File: config.mk
export PLATFORM = sky130hd
export DESIGN_NAME = rf_cmd_sequencer
export DESIGN_NICKNAME = d
export VERILOG_FILES = /design/src/rtl/rf_seq_pkg.sv /design/src/rtl/rf_seq_alu.sv /design/src/rtl/rf_cmd_sequencer.sv
export SDC_FILE = /design/constraint.sdc
export NUM_CORES = 1
export LEC_CHECK = 0
export ABC_AREA = 1
export CAP_MARGIN = 20
export CELL_PAD_IN_SITES_DETAIL_PLACEMENT = 1
export CELL_PAD_IN_SITES_GLOBAL_PLACEMENT = 2
export CORE_MARGIN = 2
export CORE_UTILIZATION = 22
export CTS_CLUSTER_SIZE = 24
export DETAILED_ROUTE_END_ITERATION = 7
export MAX_ROUTING_LAYER = met4
export PLACE_DENSITY = 0.74
export SLEW_MARGIN = 20
export SYNTH_ARGS = -nofsm -noshare
export SYNTH_HDL_FRONTEND = slang
export SYNTH_SLANG_ARGS = --single-unit
File: constraint.sdc
create_clock -name clk -period 1.5 [get_ports clk]
set_input_delay 0.15 -clock clk [delete_from_list [all_inputs] [get_ports clk]]
set_output_delay 0.15 -clock clk [all_outputs]
set_load 0.05 [all_outputs]
File: src/rtl/rf_seq_pkg.sv
// Shared definitions for the register-file command sequencer: op codes,
// FSM state encodings and default widths.
package rf_seq_pkg;

  localparam int DEF_DATA_W = 9;
  localparam int DEF_ADDR_W = 2;

  localparam logic [1:0] OP_LOAD = 2'b00;
  localparam logic [1:0] OP_XOR  = 2'b01;
  localparam logic [1:0] OP_ADD  = 2'b10;
  localparam logic [1:0] OP_READ = 2'b11;

  typedef enum logic [1:0] {
    S_IDLE = 2'd0,
    S_EXEC = 2'd1,
    S_RESP = 2'd2
  } seq_state_e;

  localparam logic [1:0] ST_IDLE = S_IDLE;
  localparam logic [1:0] ST_EXEC = S_EXEC;
  localparam logic [1:0] ST_RESP = S_RESP;

endpackage

File: src/rtl/rf_seq_alu.sv
// Combinational result mux for LOAD/XOR/ADD/READ; produces both response words.
module rf_seq_alu
  import rf_seq_pkg::*;
#(
  parameter int DATA_W = DEF_DATA_W
) (
  input  logic [1:0]        op,
  input  logic [DATA_W-1:0] imm,
  input  logic [DATA_W-1:0] rd0,
  input  logic [DATA_W-1:0] rd1,
  output logic [DATA_W-1:0] res0,
  output logic [DATA_W-1:0] res1
);

  // Carry out of the top bit is intentionally dropped (mod 2^DATA_W).
  function automatic logic [DATA_W-1:0] add_wrap(input logic [DATA_W-1:0] a,
                                                 input logic [DATA_W-1:0] b);
    return a + b;
  endfunction

  always_comb begin
    res0 = '0;
    res1 = '0;
    case (op)
      OP_LOAD: res0 = imm;
      OP_XOR:  res0 = rd0 ^ rd1;
      OP_ADD:  res0 = add_wrap(rd0, rd1);
      default: begin
        res0 = rd0;
        res1 = rd1;
      end
    endcase
  end

endmodule

File: src/rtl/rf_cmd_sequencer.sv
// One-at-a-time command sequencer driving a 4-entry register file:
// IDLE accepts, EXEC reads/writes for one cycle, RESP holds the result.
module rf_cmd_sequencer
  import rf_seq_pkg::*;
#(
  parameter int DATA_W = DEF_DATA_W,
  parameter int ADDR_W = DEF_ADDR_W
) (
  input  logic              clk,
  input  logic              rst,
  input  logic              cmd_valid,
  output logic              cmd_ready,
  input  logic [1:0]        cmd_op,
  input  logic [ADDR_W-1:0] cmd_dst,
  input  logic [ADDR_W-1:0] cmd_src0,
  input  logic [ADDR_W-1:0] cmd_src1,
  input  logic [DATA_W-1:0] cmd_imm,
  output logic              rsp_valid,
  input  logic              rsp_ready,
  output logic [DATA_W-1:0] rsp_data0,
  output logic [DATA_W-1:0] rsp_data1,
  output logic              rf_wr_en,
  output logic [ADDR_W-1:0] rf_wr_addr,
  output logic [DATA_W-1:0] rf_wr_data,
  output logic [ADDR_W-1:0] rf_rd0_addr,
  output logic [ADDR_W-1:0] rf_rd1_addr,
  input  logic [DATA_W-1:0] rf_rd0_data,
  input  logic [DATA_W-1:0] rf_rd1_data
);

  logic [1:0]        state_q;
  logic [1:0]        op_p0;
  logic [ADDR_W-1:0] dst_p0;
  logic [ADDR_W-1:0] src0_p0;
  logic [ADDR_W-1:0] src1_p0;
  logic [DATA_W-1:0] imm_p0;
  logic [DATA_W-1:0] rsp0_p1;
  logic [DATA_W-1:0] rsp1_p1;
  logic [DATA_W-1:0] alu_res0;
  logic [DATA_W-1:0] alu_res1;
  logic              exec;

  rf_seq_alu #(.DATA_W(DATA_W)) u_alu (
    .op   (op_p0),
    .imm  (imm_p0),
    .rd0  (rf_rd0_data),
    .rd1  (rf_rd1_data),
    .res0 (alu_res0),
    .res1 (alu_res1)
  );

  always_ff @(posedge clk or negedge rst) begin
    if (!rst) begin
      state_q <= ST_IDLE;
      op_p0   <= '0;
      dst_p0  <= '0;
      src0_p0 <= '0;
      src1_p0 <= '0;
      imm_p0  <= '0;
      rsp0_p1 <= '0;
      rsp1_p1 <= '0;
    end else begin
      case (state_q)
        // p0: command capture
        ST_IDLE: begin
          if (cmd_valid) begin
            op_p0   <= cmd_op;
            dst_p0  <= cmd_dst;
            src0_p0 <= cmd_src0;
            src1_p0 <= cmd_src1;
            imm_p0  <= cmd_imm;
            state_q <= ST_EXEC;
          end
        end
        // p1: register-file access and response capture
        ST_EXEC: begin
          rsp0_p1 <= alu_res0;
          rsp1_p1 <= alu_res1;
          state_q <= ST_RESP;
        end
        ST_RESP: begin
          if (rsp_ready) state_q <= ST_IDLE;
        end
        default: state_q <= ST_IDLE;
      endcase
    end
  end

  // Write strobe decodes from state, so reset removes it without waiting for a clock.
  assign exec        = (state_q == ST_EXEC);
  assign cmd_ready   = (state_q == ST_IDLE);
  assign rsp_valid   = (state_q == ST_RESP);
  assign rsp_data0   = rsp0_p1;
  assign rsp_data1   = rsp1_p1;
  assign rf_wr_en    = exec && (op_p0 != OP_READ);
  assign rf_wr_addr  = dst_p0;
  assign rf_wr_data  = rf_wr_en ? alu_res0 : '0;
  assign rf_rd0_addr = src0_p0;
  assign rf_rd1_addr = src1_p0;

endmodule
After elaboration in Yosys (flattened, before gate mapping) --
Cells that the tools add are included.
Operators by class: add/subtract/negate cells 1, equal/unequal tests 7, muxes and demuxes 6, bitwise operators 1, reduce and logical (&&, ||, !) cells 6
Operators with widths (count):
- 9-bit one-hot mux with 3 select lines | 1
- 9-bit two-way mux | 2
- 9-bit adder | 1
- 9-bit XOR | 1
- 2-bit one-hot mux with 3 select lines | 1
- 2-bit by 1-bit == test with 1-bit output, second input constant | 2
- 2-bit == test, second input constant | 2
- 2-bit logical NOT | 2
- 2-bit two-way mux | 2
- 2-bit inequality test, second input constant | 2
- 2-bit AND reduction | 2
- 3-bit OR reduction | 1
- 2-bit by 1-bit inequality test with 1-bit output, second input constant | 1
- 1-bit logical AND | 1
Storage, ports and cells: register bits after elaboration 37, input bits 39, output and inout bits 36, word-level logic and storage cells 29

Logic depth before layout (Yosys ltp) --
word-level depth 3, depth in mapped cells 13

Modules after synthesis --
From an unflattened synthesis, not the netlist that was laid out.
Unflattened totals: cell total of the unflattened synthesis 309, area, all modules 2317.2 µm²
By module, submodules not included:
- rf_cmd_sequencer | times used 1, cells an instance 172, area each 1572.8 µm², sequential area each 925.9 µm²
- rf_seq_alu | times used 1, cells an instance 137, area each 744.5 µm², sequential area each 0.0 µm²

Worst setup path before layout --
Ideal clock, no wire load.
kind input port to output port, start point input rf_rd0_data[0], end point output rf_wr_data[8], data arrival time 1.949 ns, data required time 1.350 ns, path slack -0.599 ns, stages on the path 10, path buffers 0, cells stage by stage ha_1 > inv_1 > fa_1 > inv_1 > nand2_1 > nand2_1 > nand3_1 > nand3_1 > nand3_1 > a21oi_1
On the way: word-level cells in the longest chain between the ends 3
Ends and longest elaborated chain:
- start, declared | line rf_cmd_sequencer.sv:27 | input logic [DATA_W-1:0] rf_rd0_data,
- 9-bit adder | line rf_seq_alu.sv:18 | return a + b;
- 9-bit one-hot mux with 3 select lines | line rf_seq_alu.sv:24 | case (op)
- 9-bit two-way mux | line rf_cmd_sequencer.sv:97 | assign rf_wr_data = rf_wr_en ? alu_res0 : '0;
- end, declared | line rf_cmd_sequencer.sv:24 | output logic [DATA_W-1:0] rf_wr_data,
No other way between the ends.

Final worst setup path --
start point register op_p0[0], end point output rf_wr_data[1]
On the way: word-level cells in the longest chain between the ends 3
Ends and longest elaborated chain:
- start, declared | line rf_cmd_sequencer.sv:32 | logic [1:0] op_p0;
- start signal, assigned | line rf_cmd_sequencer.sv:67 | op_p0 <= cmd_op;
- 2-bit == test, or another cell as far along | line rf_seq_alu.sv:24
- 9-bit one-hot mux with 3 select lines or 1-bit logical AND (tied branches) | line rf_seq_alu.sv:24, rf_cmd_sequencer.sv:95
- 9-bit two-way mux * | line rf_cmd_sequencer.sv:97
Mark *: on every way between the ends. The rest lies on a longest branch, timed or not.

==> report_table.html <==
<table>
<tr><th>Metric</th><th>Value</th></tr>
<tr><th colspan="2">Clocking</th></tr>
<tr><td>H-Tree Depth</td><td>2</td></tr>
<tr><td>Maximum number of buffers from clock root to sink</td><td>2</td></tr>
<tr><td>TritonCTS clock tree</td><td>built</td></tr>
<tr><td>Clk_lat worst skew</td><td>around 0.30 ns</td></tr>
<tr><td>CTS Sinks</td><td>37</td></tr>
<tr><td>Clk pin slew, worst setup/hold paths</td><td>roughly 0.08 ns</td></tr>
<tr><td>Buffer type at the clock tree root</td><td>clkbuf_8</td></tr>
<tr><td>Inserted Clock Buffers</td><td>5</td></tr>
<tr><th colspan="2">Floorplan</th></tr>
<tr><td>Site Rows</td><td>36</td></tr>
<tr><td>Die Span X</td><td>103 um</td></tr>
<tr><td>Io pins</td><td>75</td></tr>
<tr><td>Vertical die dimension</td><td>a little over 100 um</td></tr>
<tr><td>Overall die area</td><td>between 10000 and 15000 um^2</td></tr>
<tr><td>Total core area</td><td>about 9700 um^2</td></tr>
<tr><td>Initial core utilization</td><td>22.5%</td></tr>
<tr><th colspan="2">Detailed routing</th></tr>
<tr><td>Post-detailed-routing wire length</td><td>about 7500 um</td></tr>
<tr><td>Count of vias placed by the detailed router</td><td>2304</td></tr>
<tr><td>Antenna Violating Nets Remaining</td><td>0</td></tr>
<tr><td>Detailed Route Iter0 Violations</td><td>a little under 50</td></tr>
<tr><td>Vias per inst</td><td>4.23</td></tr>
<tr><td>Number of iterations in the first detailed-routing pass</td><td>2</td></tr>
<tr><td>Final routed wire length divided by cell count</td><td>around 14 um</td></tr>
<tr><td>Post-route DRC violation count</td><td>0</td></tr>
<tr><th colspan="2">Outcome</th></tr>
<tr><td>Outcome</td><td>finished, violations left</td></tr>
<tr><td>Violations in the final reports</td><td>setup timing</td></tr>
<tr><th colspan="2">Placed design</th></tr>
<tr><td>Post-Place Cell Area</td><td>around 3500 um^2</td></tr>
<tr><td>Final estimated routing congestion in global placement</td><td>between 0.8 and 0.9</td></tr>
<tr><td>Input/output buffers</td><td>74</td></tr>
<tr><td>Half-perimeter wire length of the detailed placement result</td><td>roughly 5800 um</td></tr>
<tr><td>Setup slack at placement</td><td>-0.836 ns</td></tr>
<tr><th colspan="2">Global route</th></tr>
<tr><td>Total routing usage reported by global routing</td><td>about 15%</td></tr>
<tr><td>Maximum number of pins on one net before global-route repair</td><td>38</td></tr>
<tr><td>Antenna violations before repair</td><td>0</td></tr>
<tr><td>Number of global-route vias before repair</td><td>2568</td></tr>
<tr><td>Wire length of the first global-routing pass</td><td>12300 um</td></tr>
<tr><td>Global-route congestion overflow total</td><td>0</td></tr>
<tr><th colspan="2">Critical path</th></tr>
<tr><td>Endpoint type of the worst setup path</td><td>primary output</td></tr>
<tr><td>Crit path kind</td><td>reg -&gt; out</td></tr>
<tr><td>Startpoint type of the worst setup path</td><td>flip-flop</td></tr>
<tr><td>Data required, critical path</td><td>approximately 1.4 ns</td></tr>
<tr><td>Largest fanout on the critical path</td><td>6</td></tr>
<tr><td>Endpoint arrival time on the critical path</td><td>about 1.7 ns</td></tr>
<tr><th colspan="2">Hold path</th></tr>
<tr><td>Hold Crit Class</td><td>in -&gt; reg</td></tr>
<tr><th colspan="2">Synthesis</th></tr>
<tr><td>Gate count after technology mapping</td><td>between 200 and 300</td></tr>
<tr><td>Number of warnings reported in the yosys synthesis log</td><td>0</td></tr>
<tr><td>Cell Area, Synth</td><td>about 2200 um^2</td></tr>
<tr><td>Post-synthesis cell type count</td><td>31</td></tr>
<tr><td>Synthesized netlist net count</td><td>between 300 and 400</td></tr>
<tr><td>Register area share after synthesis</td><td>a little over two fifths</td></tr>
<tr><td>Mean post-synth cell area</td><td>roughly 7.5 um^2</td></tr>
<tr><td>Flop and latch count out of synthesis</td><td>37</td></tr>
<tr><th colspan="2">Timing</th></tr>
<tr><td>Setup Skew</td><td>around 0.0053 ns</td></tr>
<tr><td>Total of endpoints with negative setup slack in the final report</td><td>10</td></tr>
<tr><td>Actual slew at the worst max-slew pin</td><td>~0.3 ns</td></tr>
<tr><td>Final Critical Period</td><td>roughly 1.8 ns</td></tr>
<tr><td>Final setup margin</td><td>-0.328 ns</td></tr>
<tr><td>Share of the clock period used by the worst path after layout</td><td>122%</td></tr>
<tr><td>Setup repair after global routing missed its margin</td><td>yes</td></tr>
<tr><td>Final Hold Violating Endpoints</td><td>0</td></tr>
<tr><td>Worst max-slew margin expressed relative to the limit</td><td>approximately four fifths</td></tr>
<tr><td>Worst-case hold slack</td><td>roughly 0.084 ns</td></tr>
<tr><td>Fin. max-slew vios</td><td>0</td></tr>
<tr><td>Achievable frequency</td><td>547 MHz</td></tr>
<tr><th colspan="2">Finish</th></tr>
<tr><td>Fillers</td><td>~1200</td></tr>
<tr><td>Leading cell type in the layout, fill and taps excluded</td><td>nand2_1</td></tr>
<tr><td>ANT cells</td><td>0</td></tr>
<tr><td>Synthesis-to-layout area growth</td><td>80.9%</td></tr>
<tr><td>Commonest cells after routing, fill and taps aside</td><td>115 x nand2_1, 58 x buf_4, 35 x dfrtp_1</td></tr>
<tr><td>Layout Cell Area excl Fill</td><td>slightly below 4000 um^2</td></tr>
<tr><td>Final layout net count</td><td>approximately 460</td></tr>
<tr><td>Proportion of layout cells with a drive suffix above 1</td><td>around two fifths</td></tr>
<tr><th colspan="2">Power</th></tr>
<tr><td>Leakage power figure</td><td>between 1.5 and 2 nW</td></tr>
<tr><td>Sum of internal, switching and leakage power</td><td>between 8 and 9 mW</td></tr>
<tr><td>Power density relative to cell area</td><td>between 2000 and 2500 nW/um^2</td></tr>
<tr><td>Max IR drop VDD</td><td>1.01 mV</td></tr>
<tr><th colspan="2">Run</th></tr>
<tr><td>Max-capacitance violation count</td><td>0</td></tr>
</table>
-- synthesized netlist by cell type (all sizes together) --
cell	instances	area share [%]
xnor2	1	0.40
fa	1	0.92
mux2	1	0.52
a22oi	1	0.34
and2	1	0.29
buf	8	2.5
o22ai	3	0.86
dfrtp	37	43
ha	8	4.6
a211oi	2	1.1
nand3b	2	0.69
nand2	124	22
nor2	18	4.1
or2	3	0.86
a221oi	1	0.69
o21bai	2	0.69
xor2	1	0.40
a21oi	16	3.7
o21ai	4	0.92
inv	31	5.6
nand3	25	5.7
o2111ai	1	0.69
-- worst paths after layout --
path,depth (start not counted),slack [ns],from,endpoint
setup / recovery,7,-0.33,op_p0[0],rf_wr_data[1]
hold reg to reg,2,0.48,rsp_data1[5],rsp_data1[5]
max in group asynchronous,3,0.92,rst,op_p0[1]
min in group asynchronous,3,0.36,rst,rsp_data1[4]
hold / removal,3,0.08,rf_rd1_data[0],rsp_data1[0]
setup reg to reg,8,0.10,op_p0[0],rsp_data0[4]
-- stage by stage --
step,TNS [ns],utilization [%],instances
final,-2.65,40.7,545
after global routing,-3.37,40.7,545
after CTS,-2.97,40.7,548
after detailed placement,-10.11,36.5,530
after global placement,-9.51,36.5,530
after floorplan,-2.11,-,291
-- critical path: stages (launching register included) --
cell	delay, ns
dfrtp_2	0.44
buf_6	0.14
inv_4	0.08
a21oi_2	0.07
a221oi_4	0.22
or2_4	0.18
clkinvlp_4	0.09
buf_12	0.15
-- layout make-up --
class                      count  area (um^2)  area share [%]
inverter                      31          141            3.59
timing repair buffer         121         1210            30.7
sequential                    37          928            23.6
clock buffer                   6         82.6            2.10
clock inverter                 2         37.5           0.953
tap                          133          166            4.22
multi-input combinational    215         1380            34.9
-- layer usage --
| layer | GRT usage [%] | part of all wire, % | vias to the layer above |
|---|---|---|---|
| met5 | - | 0 | - |
| met4 | 3.74 | 1.4 | 0 |
| met3 | 2.69 | 4.1 | 8 |
| met2 | 27.2 | 50 | 53 |
| met1 | 18.4 | 45 | 1084 |
| li1 | - | - | 1159 |
-- report_power, final --
| group | leakage (nW) | switching, mW | internal, mW |
|---|---|---|---|
| sequential | 0.465 | 0.340 | 1.46 |
| clock | 0.0574 | 0.395 | 0.541 |
| combinational | 1.42 | 3.30 | 2.28 |
| total | 1.95 | 4.03 | 4.28 |
-- sequential cells by signal, summed over array words and instances (netlist names) --
signal and cells:
state_q 2, rsp_data0 9, rsp_data1 9, rf_wr_addr 2, op_p0 2, imm_p0 9
rf_rd0_addr 2, rf_rd1_addr 2
-- timing repair --
action	CTS	global route
pin swaps	24	13
cloned	0	0
setup endpoints to repair	18	13
hold endpoints to repair	37	0
hold buffers	1	0
setup buffers	12	0
resized for setup	85	13
-- cell families (layout without fill, tap and decap cells) --
family          Yosys count  count (layout)  synth area share, %
buf+inv                  39             160                 8.05
simple gates            173             173                 33.6
fa+ha+maj                 9               9                 5.52
compound gates           30              30                 9.02
xor+xnor                  2               2                0.805
mux                       1               1                0.517
flops                    37              37                 42.5
Power figures use the tool's default switching activity.
